File: config.mk
export PLATFORM = sky130hd
export DESIGN_NAME = image_out_serializer_flat
export DESIGN_NICKNAME = d
export VERILOG_FILES = /design/src/rtl/image_out_serializer_if.sv /design/src/rtl/image_out_serializer.sv /design/src/flat_wrapper.sv
export SDC_FILE = /design/constraint.sdc
export NUM_CORES = 1
export LEC_CHECK = 0
export ABC_AREA = 1
export CORE_UTILIZATION = 42
export DETAILED_ROUTE_END_ITERATION = 10
export PLACE_DENSITY = 0.81
export SLEW_MARGIN = 15
export SYNTH_ARGS = -nofsm -noshare
export SYNTH_HDL_FRONTEND = slang
export SYNTH_SLANG_ARGS = --single-unit
File: constraint.sdc
create_clock -name clk -period 2.5 [get_ports clk]
set_input_delay 0.75 -clock clk [delete_from_list [all_inputs] [get_ports clk]]
set_output_delay 0.75 -clock clk [all_outputs]
set_load 0.05 [all_outputs]
File: src/rtl/image_out_serializer_if.sv
// image_out_serializer_if: wide input beat stream plus narrow output word stream around the serializer
interface image_out_serializer_if #(
  parameter int IN_WIDTH  = 128,
  parameter int OUT_WIDTH = 64
);
  logic                 S_Valid;
  logic                 S_Ready;
  logic [IN_WIDTH-1:0]  S_Data;
  logic                 S_Last;
  logic                 M_Valid;
  logic                 M_Ready;
  logic [OUT_WIDTH-1:0] M_Data;
  logic                 M_Last;
  modport master (output S_Valid, S_Data, S_Last, M_Ready, input S_Ready, M_Valid, M_Data, M_Last);
  modport slave  (input S_Valid, S_Data, S_Last, M_Ready, output S_Ready, M_Valid, M_Data, M_Last);
endinterface

File: src/rtl/image_out_serializer.sv
// image_out_serializer: splits wide stride-stage beats into OUT_WIDTH words, LSB first; OUT_WORD_COUNT_EN adds word counters
`ifndef WIDTH_DATA
`define WIDTH_DATA 8
`endif
`ifndef PICTURE_NUM
`define PICTURE_NUM 2
`endif
module image_out_serializer #(
  parameter int COMPUTE_CHANNEL_OUT_NUM = 8,
  parameter int OUT_WIDTH               = 64,
  parameter int WIDTH_RATIO             = 4
) (
  input  logic clk,
  input  logic rst,
  input  logic Start,
  image_out_serializer_if.slave bus,
  output logic Frame_Done,
`ifdef OUT_WORD_COUNT_EN
  output logic [31:0] Word_Count,
  output logic [31:0] Last_Frame_Words,
`endif
  output logic Err_Start_Busy
);
  localparam int IN_WIDTH = COMPUTE_CHANNEL_OUT_NUM * `WIDTH_DATA * `PICTURE_NUM;
  localparam int RATIO = IN_WIDTH / OUT_WIDTH;
  localparam logic [WIDTH_RATIO-1:0] LAST_C = WIDTH_RATIO'(RATIO - 1);
  localparam logic [WIDTH_RATIO-1:0] PEN_C = WIDTH_RATIO'(RATIO - 2);
  typedef enum logic {IDLE, SEND} state_t;
  state_t state;
  logic [IN_WIDTH-1:0] held;
  logic held_last;
  logic [WIDTH_RATIO-1:0] chunk;
  logic m_valid, m_last;
  logic [OUT_WIDTH-1:0] m_data;
  logic last_c, fire, s_ready, take;
  logic [OUT_WIDTH-1:0] nxt_word;
  assign bus.S_Ready = s_ready;
  assign bus.M_Valid = m_valid;
  assign bus.M_Data = m_data;
  assign bus.M_Last = m_last;
  // Handshake decode; a new beat is taken in the same cycle the final word of the old one leaves
  always_comb begin
    last_c = chunk == LAST_C;
    fire = m_valid & bus.M_Ready;
    s_ready = !rst & (state == IDLE | (state == SEND & bus.M_Ready & last_c));
    take = bus.S_Valid & s_ready;
    nxt_word = OUT_WIDTH'(held >> (OUT_WIDTH * (int'(chunk) + 1)));
  end
  // Beat holding register, chunk walk and registered output word
  always_ff @(posedge clk) begin
    if (rst) begin
      state <= IDLE;
      held <= '0;
      held_last <= 1'b0;
      chunk <= '0;
      m_valid <= 1'b0;
      m_last <= 1'b0;
      m_data <= '0;
      Frame_Done <= 1'b0;
      Err_Start_Busy <= 1'b0;
    end else begin
      Frame_Done <= fire & m_last;
      if (Start) Err_Start_Busy <= state == SEND;
      if (take) begin
        state <= SEND;
        held <= bus.S_Data;
        held_last <= bus.S_Last;
        chunk <= '0;
        m_valid <= 1'b1;
        m_data <= bus.S_Data[OUT_WIDTH-1:0];
        m_last <= bus.S_Last & (RATIO == 1);
      end else if (fire & !last_c) begin
        chunk <= chunk + 1'b1;
        m_data <= nxt_word;
        m_last <= held_last & (chunk == PEN_C);
      end else if (fire) begin
        state <= IDLE;
        m_valid <= 1'b0;
        m_last <= 1'b0;
      end else if (Start & state == IDLE) begin
        chunk <= '0;
      end
    end
  end
`ifdef OUT_WORD_COUNT_EN
  // Running word count per frame; the final total is captured as the last word is accepted
  always_ff @(posedge clk) begin
    if (rst) begin
      Word_Count <= '0;
      Last_Frame_Words <= '0;
    end else if (Start & state == IDLE) begin
      Word_Count <= '0;
    end else if (fire & m_last) begin
      Word_Count <= '0;
      Last_Frame_Words <= Word_Count + 1;
    end else if (fire) begin
      Word_Count <= Word_Count + 1;
    end
  end
`endif
endmodule

File: src/flat_wrapper.sv
// flat-port wrapper written by rule: the top's interface ports become plain ports
module image_out_serializer_flat 
#(
  parameter int COMPUTE_CHANNEL_OUT_NUM = 8,
  parameter int OUT_WIDTH               = 64,
  parameter int WIDTH_RATIO             = 4
)
  (clk, rst, Start, Frame_Done, Err_Start_Busy, bus_S_Valid, bus_S_Data, bus_S_Last, bus_M_Ready, bus_S_Ready, bus_M_Valid, bus_M_Data, bus_M_Last);
  image_out_serializer_if #(.IN_WIDTH(128), .OUT_WIDTH(OUT_WIDTH)) bus_i ();
  input  logic clk;
  input  logic rst;
  input  logic Start;
  output logic Frame_Done;
  output logic Err_Start_Busy;
  input wire logic [$bits(bus_i.S_Valid)-1:0] bus_S_Valid;
  input wire logic [$bits(bus_i.S_Data)-1:0] bus_S_Data;
  input wire logic [$bits(bus_i.S_Last)-1:0] bus_S_Last;
  input wire logic [$bits(bus_i.M_Ready)-1:0] bus_M_Ready;
  output wire logic [$bits(bus_i.S_Ready)-1:0] bus_S_Ready;
  output wire logic [$bits(bus_i.M_Valid)-1:0] bus_M_Valid;
  output wire logic [$bits(bus_i.M_Data)-1:0] bus_M_Data;
  output wire logic [$bits(bus_i.M_Last)-1:0] bus_M_Last;
  assign bus_i.S_Valid = bus_S_Valid;
  assign bus_i.S_Data = bus_S_Data;
  assign bus_i.S_Last = bus_S_Last;
  assign bus_i.M_Ready = bus_M_Ready;
  assign bus_S_Ready = bus_i.S_Ready;
  assign bus_M_Valid = bus_i.M_Valid;
  assign bus_M_Data = bus_i.M_Data;
  assign bus_M_Last = bus_i.M_Last;
  image_out_serializer #(.COMPUTE_CHANNEL_OUT_NUM(COMPUTE_CHANNEL_OUT_NUM), .OUT_WIDTH(OUT_WIDTH), .WIDTH_RATIO(WIDTH_RATIO)) u_core (.clk(clk), .rst(rst), .Start(Start), .bus(bus_i), .Frame_Done(Frame_Done), .Err_Start_Busy(Err_Start_Busy));
endmodule
==> flow_summary.yaml, run 1 <==
status:
  status: "complete, no violations"
cells_and_area:
  final_cell_area_um2: 9158
  drive_gt1_share_pct: 6.735
  final_nets: 1193
  mostFrequentLayoutCell: "nand2_1"
  fin_util_pct: 62.77
  area_growth_syn_to_layout_pct: 45.68
  layout_common_cells: "nand2_1 (253), clkdlybuf4s50_1 (197), nand3_1 (164), dfxtp_1 (136), nand4_1 (95)"
  final_cells: 1254
power:
  ir_worst_vdd_uv: 461.8
  power_density_nw_per_um2: 700.0
  p_leak_nw: 4.047
critical_path:
  cp-startpoint: "u_core.chunk[1]"
  r2r_cells: 8
  rr_startpoint: "u_core.chunk[1]"
  r2r-end: "u_core.held[68]"
  crit_fanout: 5
  critPathKind: "reg2out"
  cp-end-kind: "output pin"
  arrival_ns: 1.68
  start_kind: "flop"
  cp_data_required_time_ns: 1.75
  ff2ff_setup_slack_ns: 0.55
  crit_path_end: "bus_S_Ready"
timing:
  rsz0062_at_grt: "false"
  min_period_ns: 2.431
  fmax_mhz: 411.3
  relSlewSlack_pct: 47.60
  finalCritPeriodShare_pct: 97.25
  setup_ws_ns: 0.06867
  hold_violations: 0
  tightest_slew_ns: 0.7861
  setup_viol: 0
  fin_skew_ns: 0.007660
  fin_setup_tns_ns: 0
  slew_violations: 0
floorplanning:
  rows: 44
  start_util_pct: 43.09
  die_area_um2: 15460
  core_um2: 14590
  num_io_pins: 203
  die_h_um: 124.3
  die_w_um: 124.3
routing:
  wirelength_um: 19650
  drt_first_pass_iters: 5
  drtIter0Drc: 602
  vias: 6759
  viasPerCell: 5.390
  drc: 0
  wl_per_cell_um: 15.67
  ant_nets: 0
clocking:
  cts_tree: "yes"
  root_buffer: "clkbuf_16"
  ctsHoldBuffers: 0
  cts_buffers: 17
  cts.path.max_buffers: 2
  cts-htree-levels: 4
  clock_sinks: 137
  clk_pin_slew_ns: 0.06
  clk-insertion-delay-late_ns: 0.42
place:
  dpl_cell_area_um2: 8483
  finalWeightedCongestion: 0.7798
  io_buffers: 202
  dp_slack_ns: -0.05853
  hpwlAfterDp_um: 12180
  placed_cells: 1220
logic_synthesis:
  netlist_instances: 898
  yosysSeqAreaShare_pct: 43.63
  yosys_warnings: 0
  syn_area_um2: 6286
  synth_cell_types: 25
  avgSynthCellArea_um2: 7.000
  yosys_register_bits: 137
  synth_nets: 1035
grt:
  grt_max_degree: 68
  antenna_found_initial: 1
  grt_pass1_vias: 6403
  grt_remaining_overflow: 0
  track_usage_pct: 25.35
  grt_pass1_wl_um: 31770
hold_path:
  hp-class: "reg2reg"
flow_run:
  maxCapViolations: 0
[power by group]
group	internal, mW	leakage (nW)	total [mW]	switching, mW
clock	1.84	0.314	2.79	0.949
combinational	0.490	2.61	1.19	0.702
sequential	2.34	1.13	2.43	0.0848
[layer usage]
layer / global-route usage, % / up-vias / share of wire [%]
met4: 11.84 / 0 / 3.1
met1: 31.89 / 3101 / 43
li1: - / 3321 / -
met2: 40.75 / 287 / 48
met3: 6.100 / 50 / 6.6
met5: 0 / - / 0
[metrics by stage]
step / power [mW] / hold WS (ns)
3_3_place_gp: 3.637 / 0.4281
2_1_floorplan: 3.140 / 0.4111
5_1_grt: 6.648 / 0.4607
3_5_place_dp: 3.657 / 0.4316
4_1_cts: 6.438 / 0.4444
6_report: 6.410 / 0.4439
[cells in the mapped netlist]
cell      count  area, µm²
dfxtp_1     137       2743
buf_6         1      11.26
nor2_4        1      11.26
o21ai_0       4      20.02
nor2_1        6      22.52
ha_1          3      37.54
clkinv_1      1      3.750
xor2_1        1      8.760
buf_1         6      22.52
nand3_1     164      820.8
a21oi_1      66      330.3
o22a_1        1      8.760
inv_2         2      7.510
clkbuf_1     37      138.9
inv_1        73      274.0
nand3_2       2      20.02
a22oi_1       1      7.510
a21oi_4       1      16.27
nand4_1      95      594.3
nand2_2       1      6.260
nand2_1     253      949.7
nor3_2        1      10.01
and3_1        1      6.260
buf_2        34      170.2
buf_4         6      45.04
[worst min path at each step]
stage | from | to | slack, ns | depth (start not counted)
after detailed placement | u_core.held_last | u_core.held_last | 0.43 | 2
after CTS | u_core.held_last | u_core.held_last | 0.44 | 2
after floorplan | u_core.held_last | u_core.held_last | 0.41 | 2
after global routing | u_core.held[111] | u_core.held[111] | 0.46 | 2
after global placement | u_core.held[96] | u_core.held[96] | 0.43 | 2
final | u_core.held_last | u_core.held_last | 0.44 | 2
[cell families (layout without fill, tap and decap cells)]
family | Yosys count | after routing | synth area share [%]
other cells | 0 | 1 | 0
flops | 137 | 137 | 43.63
buf+inv | 160 | 331 | 10.71
simple gates | 524 | 524 | 38.83
fa+ha+maj | 3 | 3 | 0.5972
compound gates | 73 | 73 | 6.091
xor+xnor | 1 | 1 | 0.1394
[state kept, by name (all words and copies together), names as in the netlist]
| register | flops |
|---|---|
| u_core.bus.M_Data | 64 |
| u_core.held | 64 |
| u_core.chunk | 4 |
| u_core.Err_Start_Busy | 1 |
| u_core.Frame_Done | 1 |
| u_core.bus.M_Last | 1 |
| u_core.held_last | 1 |
| u_core.state | 1 |
[final cells by class]
| class | count | area, µm² |
|---|---|---|
| tap | 184 | 230.2 |
| multi-input combinational | 601 | 2905 |
| clock inverter | 12 | 195.2 |
| clock buffer | 20 | 466.7 |
| fill | 1310 | 5431 |
| antenna | 1 | 2.502 |
| inverter | 76 | 285.3 |
| timing repair buffer | 223 | 2328 |
| sequential | 137 | 2744 |
[worst max-delay path, stage by stage, from the launching register on]
cell	delay, ns
dfxtp_1	0.40
inv_2	0.11
ha_2	0.22
nand3_2	0.11
a21oi_4	0.24
buf_12	0.17
[timing repair]
action	CTS	global route
pin swaps	1	1
endpoints found under the setup margin	1	1
resized for setup	3	1
setup buffers	1	0
Note: power is estimated with default switching activity, not from simulation.
==> run 2: changes to the inputs <==
- ABC_AREA: 1 -> default
- PLACE_DENSITY: 0.81 -> 0.85
==> run 2 against run 1 <==
  * Critical path depth shrank 1
  * Non-clock buffer count is 1 higher
  * Hold slack gained 0.032 ns
  * Clock skew grew 0.0017 ns
  * Utilization increased by 4.3 points
  * Clock power shrank 8.6%
  * Setup slack improved by 0.0045 ns
  * Routed wire length shrank 21%
  * Sequential cell count unchanged
  * Via count shrank 28%
  * Critical path type is now in2out
  * Largest power group unchanged
==> flow_summary.yaml, run 2 <==
timing:
  slew_violations: 0
  setup_ws_ns: 0.07312
  relSlewSlack_pct: 61.54
  fmax_mhz: 412.1
  fin_skew_ns: 0.009372
  tightest_slew_ns: 0.5762
  hold_violations: 0
  rsz0062_at_grt: "false"
  setup_viol: 0
  min_period_ns: 2.427
  finalCritPeriodShare_pct: 97.08
critical_path:
  r2r_cells: 9
  critPathKind: "in2out"
  crit_fanout: 3
  r2r-end: "u_core.bus.M_Data[45]"
  path_buf_inv: 3
  start_kind: "input port"
  crit_family: "buffers and inverters"
  crit_slowest_cell: "clkdlybuf4s50_1"
  cp_data_required_time_ns: 1.75
  rr_startpoint: "u_core.chunk[0]"
  cp-end-kind: "output pin"
  slowest_delay_ns: 0.44
  cp-startpoint: "rst"
  cp_cell_sequence: "clkdlybuf4s50_1 > buf_4 > a21oi_2 > buf_12"
  arrival_ns: 1.68
  ff2ff_setup_slack_ns: 0.13
place:
  io_buffers: 202
  placed_cells: 808
  finalWeightedCongestion: 0.8760
  dp_slack_ns: -0.01629
  dpl_cell_area_um2: 7432
  hpwlAfterDp_um: 10210
hold_path:
  hp-class: "reg2reg"
  hold_depth: 2
  holdPathEnd: "u_core.Frame_Done"
  worstHoldStart: "u_core.bus.M_Last"
grt:
  antenna_found_initial: 0
  grt_pass1_wl_um: 24300
  track_usage_pct: 24.48
  grt_remaining_overflow: 0
  grt_pass1_vias: 4876
  grt_max_degree: 79
cells_and_area:
  final_cell_area_um2: 8059
  mostFrequentLayoutCell: "clkdlybuf4s50_1"
  area_growth_syn_to_layout_pct: 56.11
  num_antenna_cells: 0
  final-seq-area_um2: 2743
  final_nets: 820
  layout_common_cells: "clkdlybuf4s50_1 (199), dfxtp_1 (137), inv_1 (68), a32o_1 (65)"
  drive_gt1_share_pct: 8.908
  fin_util_pct: 67.09
  final_cells: 843
  multiInputGateArea_um2: 1949
  nFillCells: 915
logic_synthesis:
  synth_commonest_cells: "dfxtp_1 (137), inv_1 (69), a32o_1 (65)"
  avgSynthCellArea_um2: 10.51
  synthFlopType: "dfxtp_1"
  synth_compound_area_share_pct: 27.29
  yosys.area_share.simple_pct: 8.871
  async_flop_share_pct: 0
  synth_top_family_by_area: "compound AO/OA/AOI/OAI gates"
  yosys.area_share.adder_pct: 0.7271
  synth_nets: 628
  synth-xor-area-share_pct: 0
  yosysTopAreaCellShare_pct: 53.13
  netlist_instances: 491
  synth_edf_count: 0
  syn_area_um2: 5162
  ys_top_cells_by_area: "dfxtp_1 (53%), a32o_1 (13%), a221o_1 (12%)"
  synth.largest_area_cell: "dfxtp_1"
  yosysMostFrequentCell: "dfxtp_1"
  yosys_warnings: 0
  yosysSeqAreaShare_pct: 53.13
  muxShareOfSynthArea_pct: 0.1939
  synth_cell_types: 28
  yosys_register_bits: 137
floorplanning:
  die_h_um: 112.9
  num_io_pins: 203
  start_util_pct: 42.98
  die_w_um: 112.9
  die_area_um2: 12740
  core_um2: 12010
  rows: 40
clocking:
  clk-insertion-delay-late_ns: 0.42
  cts-htree-levels: 4
  cts_tree: "yes"
  clock_sinks: 137
  clk_pin_slew_ns: 0.06
  ctsHoldBuffers: 0
  root_buffer: "clkbuf_16"
  cts_buffers: 17
  cts.path.max_buffers: 2
power:
  power_density_nw_per_um2: 739.4
  ir_worst_vdd_uv: 618.0
  p_leak_nw: 2.903
routing:
  drt_first_pass_iters: 6
  wirelength_um: 15470
  drc: 0
  vias: 4874
  wl_per_cell_um: 18.35
  ant_nets: 0
  viasPerCell: 5.782
  drtIter0Drc: 350
flow_run:
  maxCapViolations: 0
status:
  status: "complete, no violations"
-- run 2: cell count changes after synthesis, sizes merged, moves of 6 or more --
cell,previous run,this run
a21oi,67,3
a221o,0,64
a32o,0,65
buf,47,14
inv,75,69
nand2,254,3
nand3,166,4
nand4,95,2
nor3,1,64
-- run 2: cells by family after synthesis --
family          after synthesis
compound gates              143
flops                       137
buf+inv                     120
simple gates                 87
fa+ha+maj                     3
mux                           1
-- run 2: final cells by class --
type | count | area share [%]
clock buffer | 20 | 5.667
clock inverter | 12 | 1.848
inverter | 69 | 3.214
multi-input combinational | 234 | 24.19
sequential | 137 | 34.03
tap | 147 | 2.282
timing repair buffer | 224 | 28.77
-- run 2: tightest hold or removal path: cells and delay by family, from the launching register on --
| kind | cells | cell delay [ns] |
|---|---|---|
| DFF | 1 | 0.31 |
| and+or+nand+nor | 2 | 0.12 |
-- run 2: stage by stage --
| step | hold WS (ns) | setup TNS, ns | power [mW] |
|---|---|---|---|
| 2_1_floorplan | 0.4493 | 0 | 2.970 |
| 3_3_place_gp | 0.4565 | -0.01468 | 3.418 |
| 3_5_place_dp | 0.4683 | -0.1230 | 3.446 |
| 4_1_cts | 0.4806 | 0 | 5.983 |
| 5_1_grt | 0.4990 | 0 | 6.149 |
| 6_report | 0.4760 | 0 | 5.959 |
-- run 2: how the worst max path moves through the flow --
| stage | to | cells after the start |
|---|---|---|
| 6_report | bus_S_Ready | 4 |
| 5_1_grt | bus_S_Ready | 4 |
| 4_1_cts | bus_S_Ready | 4 |
| 3_5_place_dp | u_core.bus.M_Data[2] | 6 |
| 3_3_place_gp | bus_S_Ready | 4 |
| 2_1_floorplan | bus_S_Ready | 2 |
-- run 2: routing by layer --
| layer | routed length, µm | up-vias | global-route usage [%] |
|---|---|---|---|
| met5 | 0 | - | 0 |
| met3 | 1234 | 36 | 8.463 |
| met1 | 5997 | 2365 | 26.86 |
| met4 | 449 | 0 | 11.49 |
| li1 | - | 2261 | - |
| met2 | 7786 | 212 | 42.55 |
-- run 2: power by group --
part           switching [mW]  total [mW]  internal, mW
logic                   0.538        1.01         0.469
registers              0.0829        2.40          2.32
clock network           0.934        2.55          1.61
-- run 2: repair_timing --
| item | 4_1_cts | 5_1_grt |
|---|---|---|
| setup buffers | 3 | 0 |
| setup endpoints to repair | 1 | 0 |
| gates resized for setup | 1 | 0 |
==> run 3: changes to the inputs <==
- CORE_ASPECT_RATIO: default -> 1.1
- clock period: 2.5 -> 2.88 ns (I/O delays scaled with it)
==> run 3 against run 2 <==
  * Via count barely moved
  * Design area fell by 1.0%
  * Setup slack got worse by 0.0027 ns
  * Register-to-register slack gained 0.54 ns
==> flow_summary.yaml, run 3 (same netlist as run 2, synthesis figures left out) <==
routing:
  vias: 4875
  drt_first_pass_iters: 5
  drc: 0
  wl_per_cell_um: 18.42
  viasPerCell: 5.790
  ant_nets: 0
  drtIter0Drc: 379
  wirelength_um: 15510
clocking:
  cts-htree-levels: 4
  cts_tree: "yes"
  clk_pin_slew_ns: 0.05
  cts.path.max_buffers: 2
  clock_sinks: 137
  ctsHoldBuffers: 0
  post-cts-setup-buffer-count: 0
  root_buffer: "clkbuf_16"
  clk-insertion-delay-late_ns: 0.42
  cts_resized: 0
  cts_buffers: 17
grt:
  grt_max_degree: 76
  antenna_found_initial: 0
  grt_pass1_wl_um: 24430
  grt_pass1_vias: 4867
  grt_remaining_overflow: 0
  track_usage_pct: 24.93
hold_path:
  worstHoldStart: "u_core.held_last"
  holdPathEnd: "u_core.bus.M_Last"
  hp-class: "reg2reg"
  hold_depth: 2
timing:
  fin_setup_tns_ns: 0
  rsz0062_at_grt: "false"
  worst_hold_slack_ns: 0.4795
  slew_violations: 0
  fmax_mhz: 355.9
  hold_violations: 0
  tightest_slew_ns: 0.5759
  setup_viol: 0
  min_period_ns: 2.810
  finalCritPeriodShare_pct: 97.56
  fin_skew_ns: 0.007360
  relSlewSlack_pct: 61.49
cells_and_area:
  mostFrequentLayoutCell: "clkdlybuf4s50_1"
  final_nets: 812
  num_antenna_cells: 0
  drive_gt1_share_pct: 7.413
  layout_common_cells: "clkdlybuf4s50_1 (201), dfxtp_1 (137), inv_1 (68), a32o_1 (65)"
  area_growth_syn_to_layout_pct: 54.51
  nFillCells: 923
  fin_util_pct: 66.57
power:
  p_leak_nw: 2.865
  power_density_nw_per_um2: 658.1
  ir_worst_vdd_uv: 356.0
place:
  hpwlAfterDp_um: 10160
  io_buffers: 202
  finalWeightedCongestion: 0.8705
critical_path:
  critPathKind: "in2out"
  start_kind: "input port"
  r2r-end: "u_core.bus.M_Data[49]"
  r2r_cells: 5
  cp_data_required_time_ns: 2.02
  cp-end-kind: "output pin"
  crit_fanout: 2
  ff2ff_setup_slack_ns: 0.67
  arrival_ns: 1.95
  rr_startpoint: "u_core.chunk[0]"
floorplanning:
  core_um2: 11980
  rows: 42
  die_w_um: 107.7
  start_util_pct: 43.09
  num_io_pins: 203
  die_area_um2: 12740
  die_h_um: 118.3
status:
  status: "complete, no violations"
flow_run:
  maxCapViolations: 0
==> run 3: cell count changes in the layout (fill, tap and decap cells not counted), moves of 2 or more <==
cell and change:
buf_12 -5, clkbuf_8 +5, buf_4 -4, clkinvlp_4 -3, clkdlybuf4s50_1 +2, clkinv_2 -2
==> run 3: worst max path at each step <==
stage | start | to | slack [ns] | depth (start not counted)
after detailed placement | bus_M_Ready | bus_S_Ready | 0.08 | 4
final | bus_M_Ready | bus_S_Ready | 0.07 | 4
after global routing | bus_M_Ready | bus_S_Ready | 0.009 | 4
after global placement | bus_M_Ready | bus_S_Ready | 0.1 | 4
after CTS | bus_M_Ready | bus_S_Ready | 0.07 | 4
after floorplan | bus_M_Ready | bus_S_Ready | 0.15 | 2
==> run 3: metal layers <==
| layer | GRT usage [%] | vias up | wire, µm |
|---|---|---|---|
| li1 | - | 2240 | - |
| met1 | 27.39 | 2389 | 5870 |
| met2 | 43.39 | 205 | 8084 |
| met3 | 7.060 | 41 | 1043 |
| met4 | 12.24 | 0 | 510 |
| met5 | 0 | - | 0 |
==> run 3: through the flow <==
| stage | power, mW | cell area, µm² | cells | worst slack, ns |
|---|---|---|---|---|
| 2_1_floorplan | 2.577 | 5162 | 491 | 0.1483 |
| 3_3_place_gp | 2.946 | 7340 | 810 | 0.09905 |
| 3_5_place_dp | 2.970 | 7340 | 810 | 0.07653 |
| 4_1_cts | 5.269 | 7976 | 842 | 0.07133 |
| 5_1_grt | 5.411 | 7976 | 842 | 0.008687 |
| 6_report | 5.249 | 7976 | 842 | 0.07037 |
==> run 3: area by class of cell <==
class                      instances  area (µm²)  share of cell area (%)
clock inverter                     6       107.6                   1.349
multi-input combinational        234        1946                   24.39
inverter                          69       259.0                   3.247
sequential                       137        2743                   34.38
clock buffer                      26       529.3                   6.635
tap                              154       192.7                   2.416
timing repair buffer             216        2200                   27.58
==> run 3: worst max-delay path, cell delays in order <==
cell and delay, ns:
clkdlybuf4s50_1 0.49, nand4bb_1 0.14, a21oi_1 0.28, buf_12 0.18
==> run 3: power by group <==
part | internal (mW) | total, mW | switching (mW) | leakage, nW
Clock | 1.52 | 2.31 | 0.790 | 0.313
Combinational | 0.391 | 0.857 | 0.466 | 1.43
Sequential | 2.02 | 2.08 | 0.0653 | 1.12
Total | 3.93 | 5.25 | 1.32 | 2.87
